## config.mk

```make
export PLATFORM = sky130hd
export DESIGN_NAME = rom_download_writer
export DESIGN_NICKNAME = d
export VERILOG_FILES = /design/src/rtl/rom_download_pkg.sv /design/src/rtl/download_fifo.sv /design/src/rtl/rom_download_writer.sv
export SDC_FILE = /design/constraint.sdc
export NUM_CORES = 1
export LEC_CHECK = 0
export BUFFER_PORTS_ARGS = -buffer_cell sky130_fd_sc_hd__buf_2
export CORE_MARGIN = 5
export CORE_UTILIZATION = 45
export DETAILED_ROUTE_END_ITERATION = 10
export PLACE_DENSITY = 0.72
export SYNTH_ARGS = -nofsm -noshare
export SYNTH_HDL_FRONTEND = slang
export SYNTH_HIERARCHICAL = 1
export SYNTH_SLANG_ARGS = --single-unit
```

## constraint.sdc

```tcl
create_clock -name clk -period 6 [get_ports clk]
set_clock_uncertainty 0.05 [all_clocks]
set_input_delay 1.2 -clock clk [delete_from_list [all_inputs] [get_ports clk]]
set_output_delay 1.2 -clock clk [all_outputs]
set_load 0.01 [all_outputs]
```

## src/rtl/rom_download_pkg.sv

```systemverilog
// Shared types for the ROM download write path: entry/word types, requester states
// and a lane-mask helper.
package rom_download_pkg;

    localparam int IOCTL_ADDR_W       = 25;
    localparam int SDRAM_ADDR_W       = IOCTL_ADDR_W - 2;
    localparam int DEFAULT_FIFO_DEPTH = 4;

    typedef logic [31:0] word_t;

    typedef struct packed {
        logic [SDRAM_ADDR_W-1:0] addr;
        word_t                   data;
    } wr_entry_t;

    typedef enum logic {
        IDLE = 1'b0,
        REQ  = 1'b1
    } req_state_t;

    function automatic logic [3:0] lane_bit(input logic [1:0] lane);
        return 4'b0001 << lane;
    endfunction

endpackage

```

## src/rtl/download_fifo.sv

```systemverilog
// First-word-fall-through FIFO of write entries; exposes the head and the entry behind it
// so the requester can chain back-to-back requests. A pop frees a slot for a same-cycle push.
module download_fifo
    import rom_download_pkg::*;
#(
    parameter int DEPTH = DEFAULT_FIFO_DEPTH
) (
    input  logic                     clk,
    input  logic                     reset,
    input  logic                     push_i,
    input  wr_entry_t                data_i,
    input  logic                     pop_i,
    output wr_entry_t                head_o,
    output wr_entry_t                next_o,
    output logic [$clog2(DEPTH):0]   count_o,
    output logic                     full_o,
    output logic                     empty_o
);
    localparam int AW = $clog2(DEPTH);
    localparam logic [AW-1:0] PTR_ONE = AW'(1);

    wr_entry_t       mem_q [DEPTH];
    logic [AW-1:0]   rd_q;
    logic [AW-1:0]   wr_q;
    logic [AW:0]     cnt_q;
    logic            push_ok;
    logic            pop_ok;

    assign empty_o = (cnt_q == {(AW+1){1'b0}});
    assign full_o  = (cnt_q == (AW+1)'(DEPTH));
    assign pop_ok  = pop_i & ~empty_o;
    assign push_ok = push_i & (~full_o | pop_ok);
    assign head_o  = mem_q[rd_q];
    assign next_o  = mem_q[rd_q + PTR_ONE];
    assign count_o = cnt_q;

    always_ff @(posedge clk) begin
        if (reset) begin
            rd_q  <= '0;
            wr_q  <= '0;
            cnt_q <= '0;
            for (int i = 0; i < DEPTH; i++) begin
                mem_q[i] <= '0;
            end
        end else begin
            if (push_ok) begin
                mem_q[wr_q] <= data_i;
                wr_q        <= wr_q + PTR_ONE;
            end
            if (pop_ok) begin
                rd_q <= rd_q + PTR_ONE;
            end
            cnt_q <= cnt_q + {{AW{1'b0}}, push_ok} - {{AW{1'b0}}, pop_ok};
        end
    end

endmodule

```

## src/rtl/rom_download_writer.sv

```systemverilog
// Packs the hps_io byte stream into 32-bit words, queues them and issues SDRAM write
// requests, with download-end flush, backpressure and overflow/done flags.
module rom_download_writer
    import rom_download_pkg::*;
#(
    parameter int FIFO_DEPTH = DEFAULT_FIFO_DEPTH
) (
    input  logic                     clk,
    input  logic                     reset,
    input  logic [IOCTL_ADDR_W-1:0]  ioctl_addr,
    input  logic [7:0]               ioctl_data,
    input  logic                     ioctl_wr,
    input  logic                     ioctl_download,
    output logic                     ioctl_wait,
    output logic [SDRAM_ADDR_W-1:0]  sdram_addr,
    output logic [31:0]              sdram_din,
    output logic                     sdram_we,
    output logic                     sdram_req,
    input  logic                     sdram_ack,
    input  logic                     sdram_ready,
    output logic                     busy,
    output logic                     done,
    output logic                     overflow
);
    localparam int CNT_W = $clog2(FIFO_DEPTH) + 1;

    logic [SDRAM_ADDR_W-1:0] w_q, w_d;
    logic [3:0]              m_q, m_d;
    word_t                   lanes_q, lanes_d;
    logic                    flush_q, flush_d;
    wr_entry_t               flush_entry_q, flush_entry_d;
    logic                    dl_q;
    req_state_t              state_q, state_d;
    logic [SDRAM_ADDR_W-1:0] addr_q, addr_d;
    word_t                   din_q, din_d;
    logic                    done_q, done_d;
    logic                    ovf_q, ovf_d;

    logic                    fifo_push, fifo_pop, fifo_full, fifo_empty;
    wr_entry_t               push_entry, fifo_head, fifo_next;
    logic [CNT_W-1:0]        fifo_count;
    logic [SDRAM_ADDR_W-1:0] byte_word;
    logic [1:0]              lane;
    logic                    dl_fall;

    assign byte_word = ioctl_addr[IOCTL_ADDR_W-1:2];
    assign lane      = ioctl_addr[1:0];
    assign dl_fall   = dl_q & ~ioctl_download;

    download_fifo #(.DEPTH(FIFO_DEPTH)) u_fifo (
        .clk     (clk),
        .reset   (reset),
        .push_i  (fifo_push),
        .data_i  (push_entry),
        .pop_i   (fifo_pop),
        .head_o  (fifo_head),
        .next_o  (fifo_next),
        .count_o (fifo_count),
        .full_o  (fifo_full),
        .empty_o (fifo_empty)
    );

    // A full word or an address change pushes immediately; the download-end flush is deferred one cycle.
    always_comb begin
        w_d           = w_q;
        m_d           = m_q;
        lanes_d       = lanes_q;
        flush_d       = 1'b0;
        flush_entry_d = flush_entry_q;
        fifo_push     = flush_q;
        push_entry    = flush_entry_q;
        if (ioctl_wr) begin
            if ((m_q != 4'b0000) && (byte_word != w_q)) begin
                fifo_push  = 1'b1;
                push_entry = '{addr: w_q, data: lanes_q};
                m_d        = 4'b0000;
                lanes_d    = '0;
            end else begin
                m_d = m_q;
            end
            w_d                        = byte_word;
            lanes_d[{lane, 3'b000} +: 8] = ioctl_data;
            m_d                        = m_d | lane_bit(lane);
            if (m_d == 4'b1111) begin
                fifo_push  = 1'b1;
                push_entry = '{addr: w_d, data: lanes_d};
                m_d        = 4'b0000;
                lanes_d    = '0;
            end else begin
                lanes_d = lanes_d;
            end
        end else begin
            w_d = w_q;
        end
        if (dl_fall && (m_d != 4'b0000)) begin
            flush_d       = 1'b1;
            flush_entry_d = '{addr: w_d, data: lanes_d};
            m_d           = 4'b0000;
            lanes_d       = '0;
        end else begin
            flush_d = 1'b0;
        end
    end

    // Requester: the head stays in the FIFO until acked, so the count includes the in-flight word.
    always_comb begin
        state_d  = state_q;
        addr_d   = addr_q;
        din_d    = din_q;
        fifo_pop = 1'b0;
        case (state_q)
            IDLE: begin
                if (!fifo_empty && sdram_ready) begin
                    state_d = REQ;
                    addr_d  = fifo_head.addr;
                    din_d   = fifo_head.data;
                end else begin
                    state_d = IDLE;
                end
            end
            REQ: begin
                if (sdram_ack) begin
                    fifo_pop = 1'b1;
                    if (fifo_count > CNT_W'(1)) begin
                        addr_d = fifo_next.addr;
                        din_d  = fifo_next.data;
                    end else begin
                        state_d = IDLE;
                    end
                end else begin
                    state_d = REQ;
                end
            end
            default: state_d = IDLE;
        endcase
    end

    assign done_d = (state_q == REQ) & sdram_ack & (fifo_count == CNT_W'(1)) & ~fifo_push
                  & (m_d == 4'b0000) & ~flush_d & ~ioctl_download;
    assign ovf_d  = ovf_q | (fifo_push & fifo_full & ~fifo_pop);

    // State registers for packer, edge detect, requester and flags.
    always_ff @(posedge clk) begin
        if (reset) begin
            w_q           <= '0;
            m_q           <= 4'b0000;
            lanes_q       <= '0;
            flush_q       <= 1'b0;
            flush_entry_q <= '0;
            dl_q          <= 1'b0;
            state_q       <= IDLE;
            addr_q        <= '0;
            din_q         <= '0;
            done_q        <= 1'b0;
            ovf_q         <= 1'b0;
        end else begin
            w_q           <= w_d;
            m_q           <= m_d;
            lanes_q       <= lanes_d;
            flush_q       <= flush_d;
            flush_entry_q <= flush_entry_d;
            dl_q          <= ioctl_download;
            state_q       <= state_d;
            addr_q        <= addr_d;
            din_q         <= din_d;
            done_q        <= done_d;
            ovf_q         <= ovf_d;
        end
    end

    assign sdram_req  = (state_q == REQ);
    assign sdram_we   = (state_q == REQ);
    assign sdram_addr = addr_q;
    assign sdram_din  = din_q;
    assign done       = done_q;
    assign overflow   = ovf_q;
    assign busy       = (m_q != 4'b0000) | flush_q | ~fifo_empty | (state_q == REQ);
    assign ioctl_wait = (fifo_count >= CNT_W'(FIFO_DEPTH - 1)) | (~sdram_ready & ioctl_download);

endmodule

```

; ---- Yosys cells after proc, flatten, opt, wreduce, memory -nomap -nowiden
; Memories as Yosys holds them, arrays and structs flattened. A register that Yosys moved wholly into a read port is not among the register bits.
; Cells that the tools add are included.
[op_classes]
n_addsub = 5
mul = 0
div = 0
order_cmp = 2
eq_ne = 7
shift = 3
n_mux = 42
bitwise = 27
n_reduce_logical = 11
[op_table]
columns = operator, n
row1 = $mux W32, 7
row2 = $mux W55, 4
row3 = $mux W23, 4
row4 = $pmux W32 S2, 1
row5 = $reduce_or A55 Y1, 1
row6 = $pmux W23 S2, 1
row7 = $bwmux W32, 1
row8 = $shift A8 B7 Y32 const A, 1
row9 = $shiftx A8 B7 Y32, 1
row10 = $ne A23 B23 Y1, 1
row11 = $mux W4, 5
row12 = $mux W1, 15
row13 = $and A1 B1 Y1, 12
row14 = $not A1 Y1, 8
row15 = $reduce_bool A4 Y1, 2
row16 = $neg A5 Y7, 1
row17 = $mux W2, 3
row18 = $or A1 B1 Y1, 6
row19 = $add A2 B1 Y2 const B, 2
row20 = $eq A4 B4 Y1 const B, 1
row21 = $logic_not A4 Y1, 1
row22 = $ne A2 B2 Y1 const B, 2
row23 = $or A4 B4 Y4, 1
row24 = $shl A1 B2 Y4 const A, 1
row25 = 13 further kinds, 15
[totals]
reg_bits = 181
latch_bits = 0
mem_bits_rw = 220
rom_bits = 0
input_bits = 39
output_inout_bits = 61
wordCells = 113
mem_count = 1
[memory_table]
columns = memory, depth, width, read_ports, rd_ports_with_merged_regs, wr, line
row1 = u_fifo.mem_q, 4, 55, 2, 1, 4, download_fifo.sv:22  ; wr_entry_t mem_q [DEPTH];

; ---- Logic depth before layout (Yosys ltp)
[depth]
depth_word = 15
mapped_depth = 15
depth_no_buf = 14

; ---- By module
; Netlist, hierarchy kept.
[by_module_without_submodules]
columns = module, instances, cells_per_inst, area_each_um2, seq_area_each_um2
row1 = download_fifo, 1, 646, 11168.2, 6786.5
row2 = rom_download_writer, 1, 1060, 9098.7, 3483.3

; ---- Worst setup path before layout
; OpenSTA, ideal clock, no wires.
[synth_timing]
path_kind = in2reg
startpoint = input ioctl_addr[12]
endpoint = memory u_fifo/mem_q[2][0] (netlist name) (enable)
setup_time_ns = 0.479
t_arrival_ns = 5.627
required_time_ns = 5.471
slack_ns = -0.156
cell_stages = 10
n_path_buf = 1
path_cell_list = xnor2_1 > nand4_1 > nor4_4 > a31o_2 > a41o_1 > clkbuf_1 > nand2_1 > nand2b_1 > nand2b_1 > o21bai_1
[synth_rtl]
columns = item, line
row1 = start: declaration, rom_download_writer.sv:10  ; input logic [IOCTL_ADDR_W-1:0] ioctl_addr,
row2 = end: declaration, download_fifo.sv:22

==> flow_summary.json <==
{
  "wl_per_cell_microns": 21.6,
  "antenna_found_initial": 5,
  "synth-edff-count": 220,
  "ctsHoldBuffers": 0,
  "rr_worst_depth": 9,
  "drive_above_1_share": 0.186,
  "mostFrequentLayoutCell": "and2_1",
  "min_period_ns": 4.39,
  "die_h_microns": 222,
  "cts_setup_buffers": 0,
  "yosys_warnings": 6,
  "leakage_nw": 8.28,
  "hold_path.class": "flop to flop",
  "portBuffers": 99,
  "synth_area_sq_um": 20300,
  "cts_made_buffers": 41,
  "worst_pin_slew_ns": 1.14,
  "setup_viol": 0,
  "place_inst": 2289,
  "cts_resized": 0,
  "drc": 0,
  "worstPathArrival_ns": 4.74,
  "final_cells": 2367,
  "die_area_sq_um": 49400,
  "maxCapViolations": 0,
  "start_kind": "input port",
  "grt_setup_unrepaired": "no",
  "vias_per_cell": 5.90,
  "dr.pass1.iters": 6,
  "place_hpwl_microns": 31400,
  "r2r_end": "u_fifo/mem_q[1][20]",
  "worstPathRequired_ns": 6.35,
  "ir_drop_v": 0.000148,
  "r2r_slack_ns": 2.04,
  "ioPinCount": 100,
  "grt_pass1_wl_microns": 81100,
  "final_core_util": 0.511,
  "clock-sinks": 403,
  "max_slew_margin": 0.237,
  "gr-total-overflow": 0,
  "crit_type": "input port to flop",
  "timing.final.hold_violations": 0,
  "syn_avg_cell_area_sq_um": 11.9,
  "drtIter0Drc": 1244,
  "cts_tree": "done",
  "synthFlopType": "edfxtp_1",
  "drt-total-wl_microns": 51200,
  "crit_path_max_fanout": 15,
  "synthArstFlopShare": 0,
  "max_freq_mhz": 228,
  "crit_path_end_kind": "flop",
  "ys_seq_area_frac": 0.507,
  "std_cell_rows": 77,
  "nets": 1789,
  "drv_slew": 0,
  "final_cell_mix": "221 x and2_1, 220 x edfxtp_1, 178 x dfxtp_1",
  "syn_inst": 1706,
  "core_sq_um": 44400,
  "period_share": 0.732,
  "fin_setup_tns_ns": 0,
  "cts_buffer_depth": 3,
  "grt_max_degree": 80,
  "min_from": "flush_entry_q[8]",
  "placed_cell_area_sq_um": 21300,
  "gp_congestion": 0.844,
  "area_growth_pct": 12.0,
  "outcome": "finished clean",
  "synth.distinct_cells": 55,
  "synth_seq_cells": 403,
  "clock_latency_ns": 0.54,
  "reg2reg_from": "w_q[4]",
  "initial_core_util": 0.456,
  "clk_pin_slew_ns": 0.06,
  "ant_nets": 0,
  "min_path_cells": 2,
  "fillCellCount": 3778,
  "powerDensity_nw_per_um2": 298,
  "vias": 13975,
  "cts_max_level": 2,
  "first_global_vias": 14139,
  "clockRootBuffer": "clkbuf_16",
  "min_to": "flush_entry_q[8]",
  "die_w_microns": 222,
  "postLayoutCellArea_sq_um": 22700,
  "syn_nets": 1755,
  "track_usage": 0.203
}
sequential cells by signal, summed over array words and instances, names as in the netlist, named ones only:
register        count
dl_q                1
lanes_q            32
sdram_addr         23
w_q                23
u_fifo/wr_q         2
overflow            1
m_q                 4
flush_entry_q      55
flush_q             1
u_fifo/rd_q         2
u_fifo/mem_q      220
u_fifo/count_o      3
done                1
sdram_req           1
sdram_din          32
per-stage QoR:
stage / hold WS [ns] / setup slack, ns / power [mW]
floorplan: 0.385 / -0.156 / 3.81
global placement: 0.395 / 1.24 / 4.12
detailed placement: 0.402 / 1.13 / 4.14
CTS: 0.411 / 1.68 / 6.83
global route: 0.427 / 1.40 / 7.05
finish: 0.410 / 1.61 / 6.77
synthesized netlist by cell type (19+ instances only):
cell type | number | share of area
mux2i_1 | 111 | 0.055
clkbuf_1 | 86 | 0.016
nand2_1 | 63 | 0.012
o21ai_1 | 22 | 0.0054
buf_2 | 19 | 0.0047
xnor2_1 | 22 | 0.0095
a21oi_1 | 46 | 0.011
o31ai_1 | 22 | 0.0081
mux4_2 | 110 | 0.12
nor2_1 | 158 | 0.029
nor3_1 | 57 | 0.014
nor2b_1 | 49 | 0.015
and2_1 | 221 | 0.068
nor3b_1 | 30 | 0.011
edfxtp_1 | 220 | 0.33
a211oi_1 | 56 | 0.021
dfxtp_1 | 183 | 0.18
o22ai_1 | 24 | 0.0074
mux2_1 | 23 | 0.013
report_power, final:
group / internal (mW) / switching (mW) / total (mW) / leakage, nW
Clock: 1.62 / 1.08 / 2.69 / 0.689
Sequential: 3.08 / 0.101 / 3.18 / 3.77
Combinational: 0.345 / 0.558 / 0.903 / 3.82
Total: 5.04 / 1.74 / 6.77 / 8.28
metal layers:
layer / wire (microns) / global-route usage / vias to the layer above
met3: 4400 / 0.0453 / 95
met1: 21500 / 0.277 / 6926
met2: 24200 / 0.334 / 543
li1: - / - / 6405
met4: 1080 / 0.0499 / 6
met5: 33 / 0 / -
cells by family (layout without fill, tap and decap cells):
logic type               Yosys count  in the layout  share of synthesized area
AO/OA/AOI/OAI                    264            264                     0.0910
XOR/XNOR                          27             27                     0.0117
adder cells (fa/ha/maj)           10             10                    0.00654
buffers and inverters            148            215                     0.0314
flip-flops                       403            403                      0.507
multiplexers                     245            245                      0.190
other                              0              2                          0
AND/OR/NAND/NOR                  609            609                      0.162
area by class of cell:
cell class / instances / area (sq um) / area share
multi-input cells: 1155 / 9450 / 0.416
flip-flops and latches: 403 / 10300 / 0.453
diodes: 2 / 5.00 / 0.000220
inverters: 13 / 48.8 / 0.00215
clock inverters: 16 / 194 / 0.00854
clock buffers: 60 / 1240 / 0.0547
repair buffers: 126 / 741 / 0.0326
well taps: 592 / 741 / 0.0326
critical path, stage by stage:
cell and delay [ns]:
buf_2 0.12, xnor2_1 0.16, nand4_1 0.24, nor4_4 0.50
a31o_2 0.27, nand4_1 0.61, o21ai_1 0.84, a22oi_1 0.20
o21ai_1 0.38, and2_1 0.21
worst max path at each step:
stage	cells past startpoint	startpoint	endpoint
floorplan	10	ioctl_addr[12]	u_fifo/mem_q[2][0]
detailed placement	10	ioctl_addr[6]	u_fifo/mem_q[1][20]
finish	10	ioctl_addr[6]	u_fifo/mem_q[1][20]
CTS	10	ioctl_addr[6]	u_fifo/mem_q[1][20]
global route	10	ioctl_addr[16]	u_fifo/mem_q[1][20]
global placement	10	ioctl_addr[6]	u_fifo/mem_q[1][20]
Note: power is estimated with default switching activity, not from simulation.
